**src/rtl/outarb.sv**
```systemverilog
// outarb: round-robin output-port arbiter; grants one input port and forwards its
// packet flit by flit until the TAIL flit, counting completed packets.
`ifndef PORT
`define PORT 3
`endif
`ifndef PKTW
`define PKTW 15
`endif
`ifndef FLOWBH
`define FLOWBH 15
`endif
`ifndef FLOWBL
`define FLOWBL 14
`endif
`ifndef TAIL
`define TAIL 2'b10
`endif

module outarb #(
    parameter logic [15:0] NPKT_INIT = 16'h0000
) (
    input  logic             clk,
    input  logic             rst,
    input  logic [`PORT:0]   req,
    input  logic [`PKTW:0]   pkt0,
    input  logic [`PKTW:0]   pkt1,
    input  logic [`PKTW:0]   pkt2,
    input  logic [`PKTW:0]   pkt3,
    output logic [3:0]       ack,
    output logic [1:0]       sel,
    output logic [`PKTW:0]   pkto,
    output logic             we,
    output logic             busy,
    output logic [15:0]      npkt
);
    typedef enum logic [1:0] {IDLE, GRANT, BUSY} state_t;
    state_t         state, state_d;
    logic [1:0]     sel_d, last, last_d, win, idx;
    logic [15:0]    npkt_d;
    logic [`PKTW:0] cur;
    logic           tail;

    assign cur  = sel == 2'd0 ? pkt0 : sel == 2'd1 ? pkt1 : sel == 2'd2 ? pkt2 : pkt3;
    assign tail = cur[`FLOWBH:`FLOWBL] == `TAIL;

    // Scan from farthest to nearest so the port right after the last winner wins;
    // the last winner itself (offset 4) is considered least.
    always_comb begin
        win = last;
        idx = '0;
        for (int k = 4; k >= 1; k--) begin
            idx = last + 2'(k);
            if (req[idx]) win = idx;
        end
    end

    always_comb begin
        state_d = state;
        sel_d   = sel;
        last_d  = last;
        npkt_d  = npkt;
        ack     = '0;
        we      = 1'b0;
        busy    = 1'b0;
        pkto    = '0;
        case (state)
            IDLE: if (|req) begin
                sel_d   = win;
                state_d = GRANT;
            end
            GRANT: begin
                ack     = 4'b0001 << sel;
                we      = 1'b1;
                busy    = 1'b1;
                pkto    = cur;
                state_d = BUSY;
            end
            BUSY: begin
                we   = 1'b1;
                busy = 1'b1;
                pkto = cur;
                if (tail) begin
                    npkt_d  = &npkt ? npkt : npkt + 16'd1;
                    last_d  = sel;
                    state_d = IDLE;
                end
            end
            default: state_d = IDLE;
        endcase
    end

    always_ff @(posedge clk) begin
        if (rst) begin
            state <= IDLE;
            sel   <= '0;
            last  <= 2'd3;
            npkt  <= NPKT_INIT;
        end else begin
            state <= state_d;
            sel   <= sel_d;
            last  <= last_d;
            npkt  <= npkt_d;
        end
    end
endmodule

```
**config.mk**
```make
export PLATFORM = sky130hd
export DESIGN_NAME = outarb
export DESIGN_NICKNAME = d
export VERILOG_FILES = /design/src/rtl/outarb.sv
export SDC_FILE = /design/constraint.sdc
export NUM_CORES = 1
export LEC_CHECK = 0
export CELL_PAD_IN_SITES_DETAIL_PLACEMENT = 1
export CELL_PAD_IN_SITES_GLOBAL_PLACEMENT = 2
export CORE_ASPECT_RATIO = 1.25
export CORE_MARGIN = 2
export CORE_UTILIZATION = 20
export DETAILED_ROUTE_END_ITERATION = 12
export PLACE_DENSITY = 0.87
export SLEW_MARGIN = 10
export SYNTH_ARGS = -nofsm -noshare
export SYNTH_HDL_FRONTEND = slang
export SYNTH_SLANG_ARGS = --single-unit
export TNS_END_PERCENT = 1
```
**constraint.sdc**
```tcl
create_clock -name clk -period 2.95 [get_ports clk]
set_clock_uncertainty 0.2 [all_clocks]
set_input_delay 0.59 -clock clk [delete_from_list [all_inputs] [get_ports clk]]
set_output_delay 0.59 -clock clk [all_outputs]
set_load 0.005 [all_outputs]
```
Yosys cells after proc, flatten, opt, wreduce, memory -nomap -nowiden
Cells that the tools add are included.
{ "op_classes": {"eq_ne": 7, "shift": 1, "n_reduce_logical": 9, "bitwise": 1, "n_mux": 18, "addsub": 4, "n_lt_le_gt_ge": 3} }
{ "op_table": {"columns": ["op", "n"], "rows": [
  ["$mux 16", 4],
  ["$add 16x1->16 const B", 1],
  ["$reduce_and 16->1", 1],
  ["$mux 2", 5],
  ["$lt 2x3->1 const B", 3],
  ["$bmux 1 s2", 3],
  ["$eq 2x2->1 const B", 3],
  ["$pmux 2 s3", 1],
  ["$reduce_and 2->1", 3],
  ["$add 2x2->2 const B", 2],
  ["$eq 2x1->1 const B", 2],
  ["$logic_not 2->1", 2],
  ["$mux 1", 4],
  ["$mux 4", 1],
  ["$ne 2x2->1 const B", 2],
  ["$reduce_or 4->1", 1],
  ["$shl 1x2->4 const A", 1],
  ["$reduce_and 3->1", 1],
  ["$add 2x1->2 const B", 1],
  ["$reduce_or 2->1", 1],
  ["$not 1->1", 1]
]} }
{ "totals": {"inputBits": 70, "ff_bits": 22, "output_inout_bits": 40, "elab_cells": 47} }

Logic depth before layout (Yosys ltp)
Gate-level depths: netlist of the first run.
{ "logic_depth": {"word_depth": 7, "mapped_depth": 7, "ltp_nobuf": 5} }

Least setup slack after synthesis of the first run
No wires, ideal clock.
{ "synth_path": {"kind": "flip-flop to output port", "from": "register sel[0]", "to": "output pkto[10]", "t_required_ns": 2.160, "setup_slack_ns": 0.499, "arrival_time_ns": 1.661, "n_path_buf": 2, "stages_incl_launch_ff": 5, "path_cell_list": "dfxtp_1 buf_2 buf_2 mux4_2 and2_1"} }
{ "synth_via": {"elab_chain_len": 5, "word_cells_on_any_way": 7, "classes_between": "eq/ne (2); mux (4); reduce/logical (1)"} }
{ "synth_rtl": {"columns": ["item", "line_no", "source"], "rows": [
  ["start, declared", "30", "output logic [1:0] sel,"],
  ["start signal, assigned", "100", "sel <= sel_d;"],
  ["$eq 2x2->1", "43", "assign cur = sel == 2'd0 ? pkt0 : sel == 2'd1 ? pkt1 : sel == 2'd2 ? pkt2 : pkt3;"],
  ["$mux 16 (2 in series)", "43", null],
  ["$mux 16 (*)", "43", null],
  ["$mux 16 (*)", "66", "case (state)"],
  ["end, declared", "31", "output logic [`PKTW:0] pkto,"]
]} }
Every way passes the cells marked *; elsewhere a longest branch is shown, timed or not.

Worst setup path after layout of the first run
{ "layout_path": {"from": "input pkt3[15]", "to": "output pkto[15]"} }
{ "layout_via": {"elab_chain_len": 4} }
{ "layout_rtl": {"columns": ["item", "line_no", "source"], "rows": [
  ["start, declared", "28", "input logic [`PKTW:0] pkt3,"],
  ["$mux 16 (3 in series)", "43", null],
  ["$mux 16", "66", null]
]} }
No other way between the ends.

==> run summary, run 1 <==
top cell type's share of synthesized area - 0.241
number of buffer and inverter instances along the worst setup path - 2
most frequent CP cell - clkdlybuf4s50_1
status - finished clean
Total Negative Setup Slacks - 0 ns
initial core utilization - 0.207
final setup vio count - 0
worst setup path category - in2out
Avg Vias per Cell - 4.98
Pwr per Cell Area - 532 nW/um^2
Post-CTS Setup Inserts - 0
fraction of layout instances using a drive strength above 1 - 0.123
detailed placement HPWL - 5.79 mm
normalized max-slew margin - 0.724
die span in y - 111 microns
number of port buffers - 109
cells on worst reg2reg path - 6
yosys warns - 0
crit end category - primary output
Final Worst Setup Slack - 0.0735 ns
crit path max fanout - 2
worst setup timing slack at the placement stage - 0.00494 ns
number of sinks on the clock net - 22
wire length after detailed routing - 7.01 mm
number of library cell types mapped by synthesis - 44
Max Slew Vio Count - 0
vias - 2136
share of the yosys chip area belonging to registers - 0.241
clock network latency to the later pin of the worst-skew pair - 0.26 ns
post-route minimum period - 2.88 ns
number of max-capacitance violations reported - 0
total number of cells along the worst setup path - 4
maximum buffer depth of the clock tree - 2
Cell Area, Synth - 1820 sq um
number of buffers created by CTS - 3
Routed Antenna Nets - 0
period utilization - 0.975
number of diodes - 0
min-delay worst type - reg2reg
maximum VDD drop - 149 uV
overall routing resource usage - 0.133
highest-delay cell along the critical path - mux4_2
count of mapped cells out of synthesis - 197
RSZ-0062 raised after global routing - no
clock tree from TritonCTS - built
buffer type at the clock tree root - clkbuf_8
most area-hungry cell type in the Yosys netlist - dfxtp_1
DR WL/cell - 16.3 microns
Layout Nets - 385
combined area of the multi-input logic cells - 1300 sq um
final estimated routing congestion in global placement - 0.774
required time at the endpoint of the critical path - 2.16 ns
FF+latch count, synth - 22
synthesis-to-layout area growth - 74.2%
First-pass DRT Iterations - 4
stage delay of the slowest cell on the critical path - 0.49 ns
first-pass GRT wire length - 10.7 mm
number of global-route vias before repair - 2230
# IOs - 110
maximum level of the CTS H-tree - 1
top post-synthesis cells by area - dfxtp_1, mux4_2, and2_1, ha_1, a21oi_1
number of filler instances in the final layout - 1031
initial antenna violation count - 0
slew at the pin closest to its max-slew limit - 0.410 ns
Max Freq - 0.348 GHz
Post-Syn Nets - 272
number of placement rows - 38
flip-flop and latch area - 440 sq um
launching element type of the critical path - input port
endpoints failing hold - 0
width of the die - 89.4 microns
clock transition at the registers of the reported paths - 0.09 ns
die area - 9910 sq um
mean instance size in the synthesized netlist - 9.26 sq um
core area - 8800 sq um
DRC violation count after routing - 0
Worst path top cell family by delay - buffers and inverters
reported leakage power - 1.13 nW
series of cell instances along the critical path - clkdlybuf4s50_1 > mux4_2 > and2_1 > clkdlybuf4s50_1
Min-Delay Path Depth - 2
initial drt markers - 23
grt ovf - 0
pin count of the biggest net entering global routing - 24
arrival time reported for the critical path endpoint - 2.09 ns
-- sequential cells by signal, summed over array words and instances, names as in the netlist --
register / flops
npkt: 16
last: 2
sel: 2
state: 2
-- final timing paths --
kind,end,slack [ns],from
worst max-delay path,pkto[15],0.07,pkt3[15]
worst min-delay path,npkt[1]$_SDFFE_PP0P_,0.34,npkt[1]$_SDFFE_PP0P_
worst max register to register,npkt[8]$_SDFFE_PP0P_,0.54,sel[0]$_SDFFE_PP0P_
worst min register to register,npkt[1]$_SDFFE_PP0P_,0.34,npkt[1]$_SDFFE_PP0P_
-- cells in the final DEF, fill, tap and decap left out, types with 4 or more instances in the layout --
cell             count
clkbuf_8             4
nor3_1               5
dfxtp_1             22
nand2b_1             6
nor3b_1              4
nor2_1              11
and3_1               4
mux2i_1              4
and2_1              16
inv_1                5
a21oi_1             12
ha_1                 4
nor4_1               4
nand2_1             10
o31ai_1              7
clkdlybuf4s50_1    106
mux4_2              16
or4_1                6
nand3_1              7
buf_4               13
-- Yosys cell counts (all sizes together) --
library cell  instances
buf                   7
mux2                  2
nand3                 7
clkbuf                8
a21oi                12
nor2b                 3
a211oi                1
nor4                  4
nand4b                2
nand2                10
a31oi                 3
a211o                 2
nor2                 11
a41oi                 2
o22ai                 1
o311ai                2
o31a                  2
and2b                 1
nor3b                 4
a41o                  2
nand2b                6
nor3                  5
and3                  4
nand3b                2
dfxtp                22
a21boi                1
o31ai                 7
inv                   5
o21a                  1
and3b                 1
a311oi                3
o211ai                2
ha                    5
mux4                 16
nand4                 3
and4                  1
mux2i                 4
and2                 16
or4                   6
a2bb2oi               1
-- layer usage --
layer | wire (microns) | GRT usage | vias to the layer above
li1 | - | - | 992
met1 | 2870 | 0.151 | 1043
met2 | 3360 | 0.245 | 99
met3 | 760 | 0.0402 | 2
met4 | 17 | 0.0119 | 0
met5 | 0 | 0 | -
-- tightest hold or removal path: stages (launching register included) --
cell      delay, ns
dfxtp_1        0.35
nand2b_1       0.09
mux2i_1        0.06
-- kinds of logic after synthesis --
family,count (synthesis),share of synthesized area
compound gates,42,0.165
buf+inv,20,0.0487
simple gates,86,0.279
flops,22,0.241
mux,22,0.232
fa+ha+maj,5,0.0343
-- through the flow --
step | instance area [sq um] | utilization | power (mW) | hold WS (ns) | cells
2_1_floorplan | 1820 | - | 0.894 | 0.296 | 197
3_3_place_gp | 3110 | 0.354 | 1.48 | 0.313 | 425
3_5_place_dp | 3110 | 0.354 | 1.49 | 0.333 | 425
4_1_cts | 3170 | 0.360 | 1.73 | 0.352 | 429
5_1_grt | 3180 | 0.361 | 1.82 | 0.385 | 429
6_report | 3180 | 0.361 | 1.69 | 0.343 | 429
-- final cells by class --
type | instances | area share
timing repair buffer | 123 | 0.383
multi-input combinational | 155 | 0.408
inverter | 5 | 0.00591
tap | 120 | 0.0472
clock buffer | 4 | 0.0173
sequential | 22 | 0.139
-- report_power, final --
part | internal [mW] | switching (mW) | total (mW)
Clock | 0.119 | 0.106 | 0.225
Combinational | 0.690 | 0.430 | 1.12
Sequential | 0.323 | 0.0232 | 0.347
Total | 1.13 | 0.558 | 1.69
-- repair_timing --
action	in CTS	in global routing
setup endpoints to repair	0	6
hold buffers	0	0
resized for setup	0	4
No activity file was read; power rests on OpenSTA's default activity.
==> run 2: changes to the inputs <==
Settings changed: CAP_MARGIN from default to 30, CORE_UTILIZATION 20 to 34, CTS_CLUSTER_DIAMETER from default to 40, DONT_BUFFER_PORTS from default to 1, PLACE_DENSITY 0.87 to 0.86.
==> run 2 against run 1 <==
- register-to-register slack about the same
- utilization up 1.7 points
- worst hold slack got worse by 0.16 ns
- sequential cell count is the same
- non-clock buffer count shrank 119
- final area fell by 39%
- critical path type is now reg2out
- largest power group unchanged
==> run summary, run 2 (synthesized netlist as in run 1, its figures left out) <==
number of placement rows - 29
r2r setup slk - 0.55 ns
buffer type at the clock tree root - clkbuf_8
slew at the pin closest to its max-slew limit - 0.457 ns
clock transition at the registers of the reported paths - 0.09 ns
min-delay worst type - in2reg
required time at the endpoint of the critical path - 2.16 ns
normalized max-slew margin - 0.696
power share of the clock group - 0.226
crit end category - primary output
Avg Vias per Cell - 6.44
DRC violation count after routing - 0
initial antenna violation count - 0
highest-delay cell along the critical path - mux4_2
Layout Nets - 266
First-pass DRT Iterations - 4
number of buffer and inverter instances along the worst setup path - 1
Max Freq - 0.380 GHz
DR WL/cell - 21.1 microns
number of port buffers - 0
clock network latency to the later pin of the worst-skew pair - 0.27 ns
crit path launch - sel[0]$_SDFFE_PP0P_
Pwr per Cell Area - 661 nW/um^2
Hold Buf Count CTS - 0
width of the die - 69.5 microns
cell internal pwr - 0.797 mW
Worst path top cell family by delay - multiplexers
fraction of layout instances using a drive strength above 1 - 0.142
period utilization - 0.893
fraction of power spent switching nets - 0.377
cells on worst reg2reg path - 6
number of diodes - 0
synthesis-to-layout area growth - 5.97%
wire length after detailed routing - 5.31 mm
first-pass GRT wire length - 8.57 mm
number of flip-flops in the largest register - 16
part of the total power dissipated in sequential elements - 0.278
Total Negative Setup Slacks - 0 ns
Net Switching - 0.482 mW
vias - 1624
number of global-route vias before repair - 1668
initial drt markers - 56
# IOs - 110
post-route minimum period - 2.63 ns
logic gate share of total power - 0.496
placed cells - 248
Max Slew Vio Count - 0
endpoint of the worst setup timing path - pkto[15]
initial core utilization - 0.357
non-filler cells, final - 252
pin count of the biggest net entering global routing - 33
clock tree from TritonCTS - built
maximum buffer depth of the clock tree - 2
most common cell after layout, fill and taps aside - dfxtp_1
launching element type of the critical path - register
core area - 5120 sq um
RSZ-0062 raised after global routing - no
endpoints failing hold - 0
Biggest register - npkt
worst setup path category - reg2out
number of max-capacitance violations reported - 0
grt ovf - 0
stage delay of the slowest cell on the critical path - 0.62 ns
overall routing resource usage - 0.179
Post-CTS Setup Inserts - 0
series of cell instances along the critical path - buf_4 > mux4_2 > and2_1
final setup vio count - 0
crit path max fanout - 21
worst r2r src - sel[0]$_SDFFE_PP0P_
arrival time reported for the critical path endpoint - 1.84 ns
maximum level of the CTS H-tree - 1
maximum VDD drop - 244 uV
number of buffers created by CTS - 3
reported leakage power - 0.639 nW
total number of cells along the worst setup path - 3
highest-count cells in the layout ignoring fill and taps - dfxtp_1, mux4_2, and2_1
status - finished clean
die area - 5970 sq um
final estimated routing congestion in global placement - 0.820
post-cts sizing count - 0
die span in y - 85.9 microns
detailed placement HPWL - 4.25 mm
number of sinks on the clock net - 22
worst r2r dst - npkt[2]$_SDFFE_PP0P_
Routed Antenna Nets - 0
run 2: worst min-delay path by stage:
stage | from | end | slack [ns] | cells past startpoint
CTS | rst | npkt[11]$_SDFFE_PP0P_ | 0.17 | 1
floorplan | state[1]$_SDFFE_PP0P_ | state[1]$_SDFFE_PP0P_ | 0.30 | 2
detailed placement | npkt[14]$_SDFFE_PP0P_ | npkt[14]$_SDFFE_PP0P_ | 0.34 | 2
global placement | state[0]$_SDFFE_PP0P_ | state[0]$_SDFFE_PP0P_ | 0.32 | 2
global route | rst | npkt[11]$_SDFFE_PP0P_ | 0.17 | 1
finish | rst | npkt[3]$_SDFFE_PP0P_ | 0.18 | 1
run 2: stage by stage:
step                power [mW]  setup WS (ns)  cell area (sq um)   util  hold slack [ns]
floorplan                0.894          0.499               1820      -            0.296
global placement         0.998          0.513               1860  0.364            0.322
detailed placement        1.01          0.482               1860  0.364            0.339
CTS                       1.30          0.298               1930  0.378            0.170
global route              1.36          0.209               1930  0.378            0.171
finish                    1.28          0.315               1930  0.378            0.181
run 2: cell type report:
type	instances	area, sq um
clock buffers	3	41.3
clock inverters	1	30.0
fillers	590	3180
inverters	5	18.8
multi-input cells	155	1290
flip-flops and latches	22	440
well taps	62	77.6
repair buffers	4	30.0
run 2: power groups by stage:
stage / combinational (mW) / clock, mW / sequential, mW
6_report: 0.634 / 0.289 / 0.355
5_1_grt: 0.700 / 0.305 / 0.359
3_5_place_dp: 0.646 / 0 / 0.363
4_1_cts: 0.648 / 0.298 / 0.355
2_1_floorplan: 0.542 / 0 / 0.352
3_3_place_gp: 0.636 / 0 / 0.361
run 2: per-layer routing:
layer,vias to the layer above,track usage,share of wire
met1,776,0.172,0.34
met2,87,0.340,0.52
li1,754,-,-
met4,0,0.0517,0.015
met3,7,0.0823,0.13
met5,-,0,0
run 2: worst register-to-register path, delay by kind of cell (launching register included):
| family | cells | cell delay, ns |
|---|---|---|
| buffers and inverters | 2 | 0.53 |
| and+or+nand+nor | 1 | 0.24 |
| muxes | 1 | 0.63 |
| AOI/OAI and AO/OA | 2 | 0.36 |
| DFF | 1 | 0.36 |
==> run 3: changes to the inputs <==
Settings changed: HOLD_SLACK_MARGIN from default to 0.06.
==> results of run 3 <==
No change in the layout: final DEF, timing and power equal those of run 2.
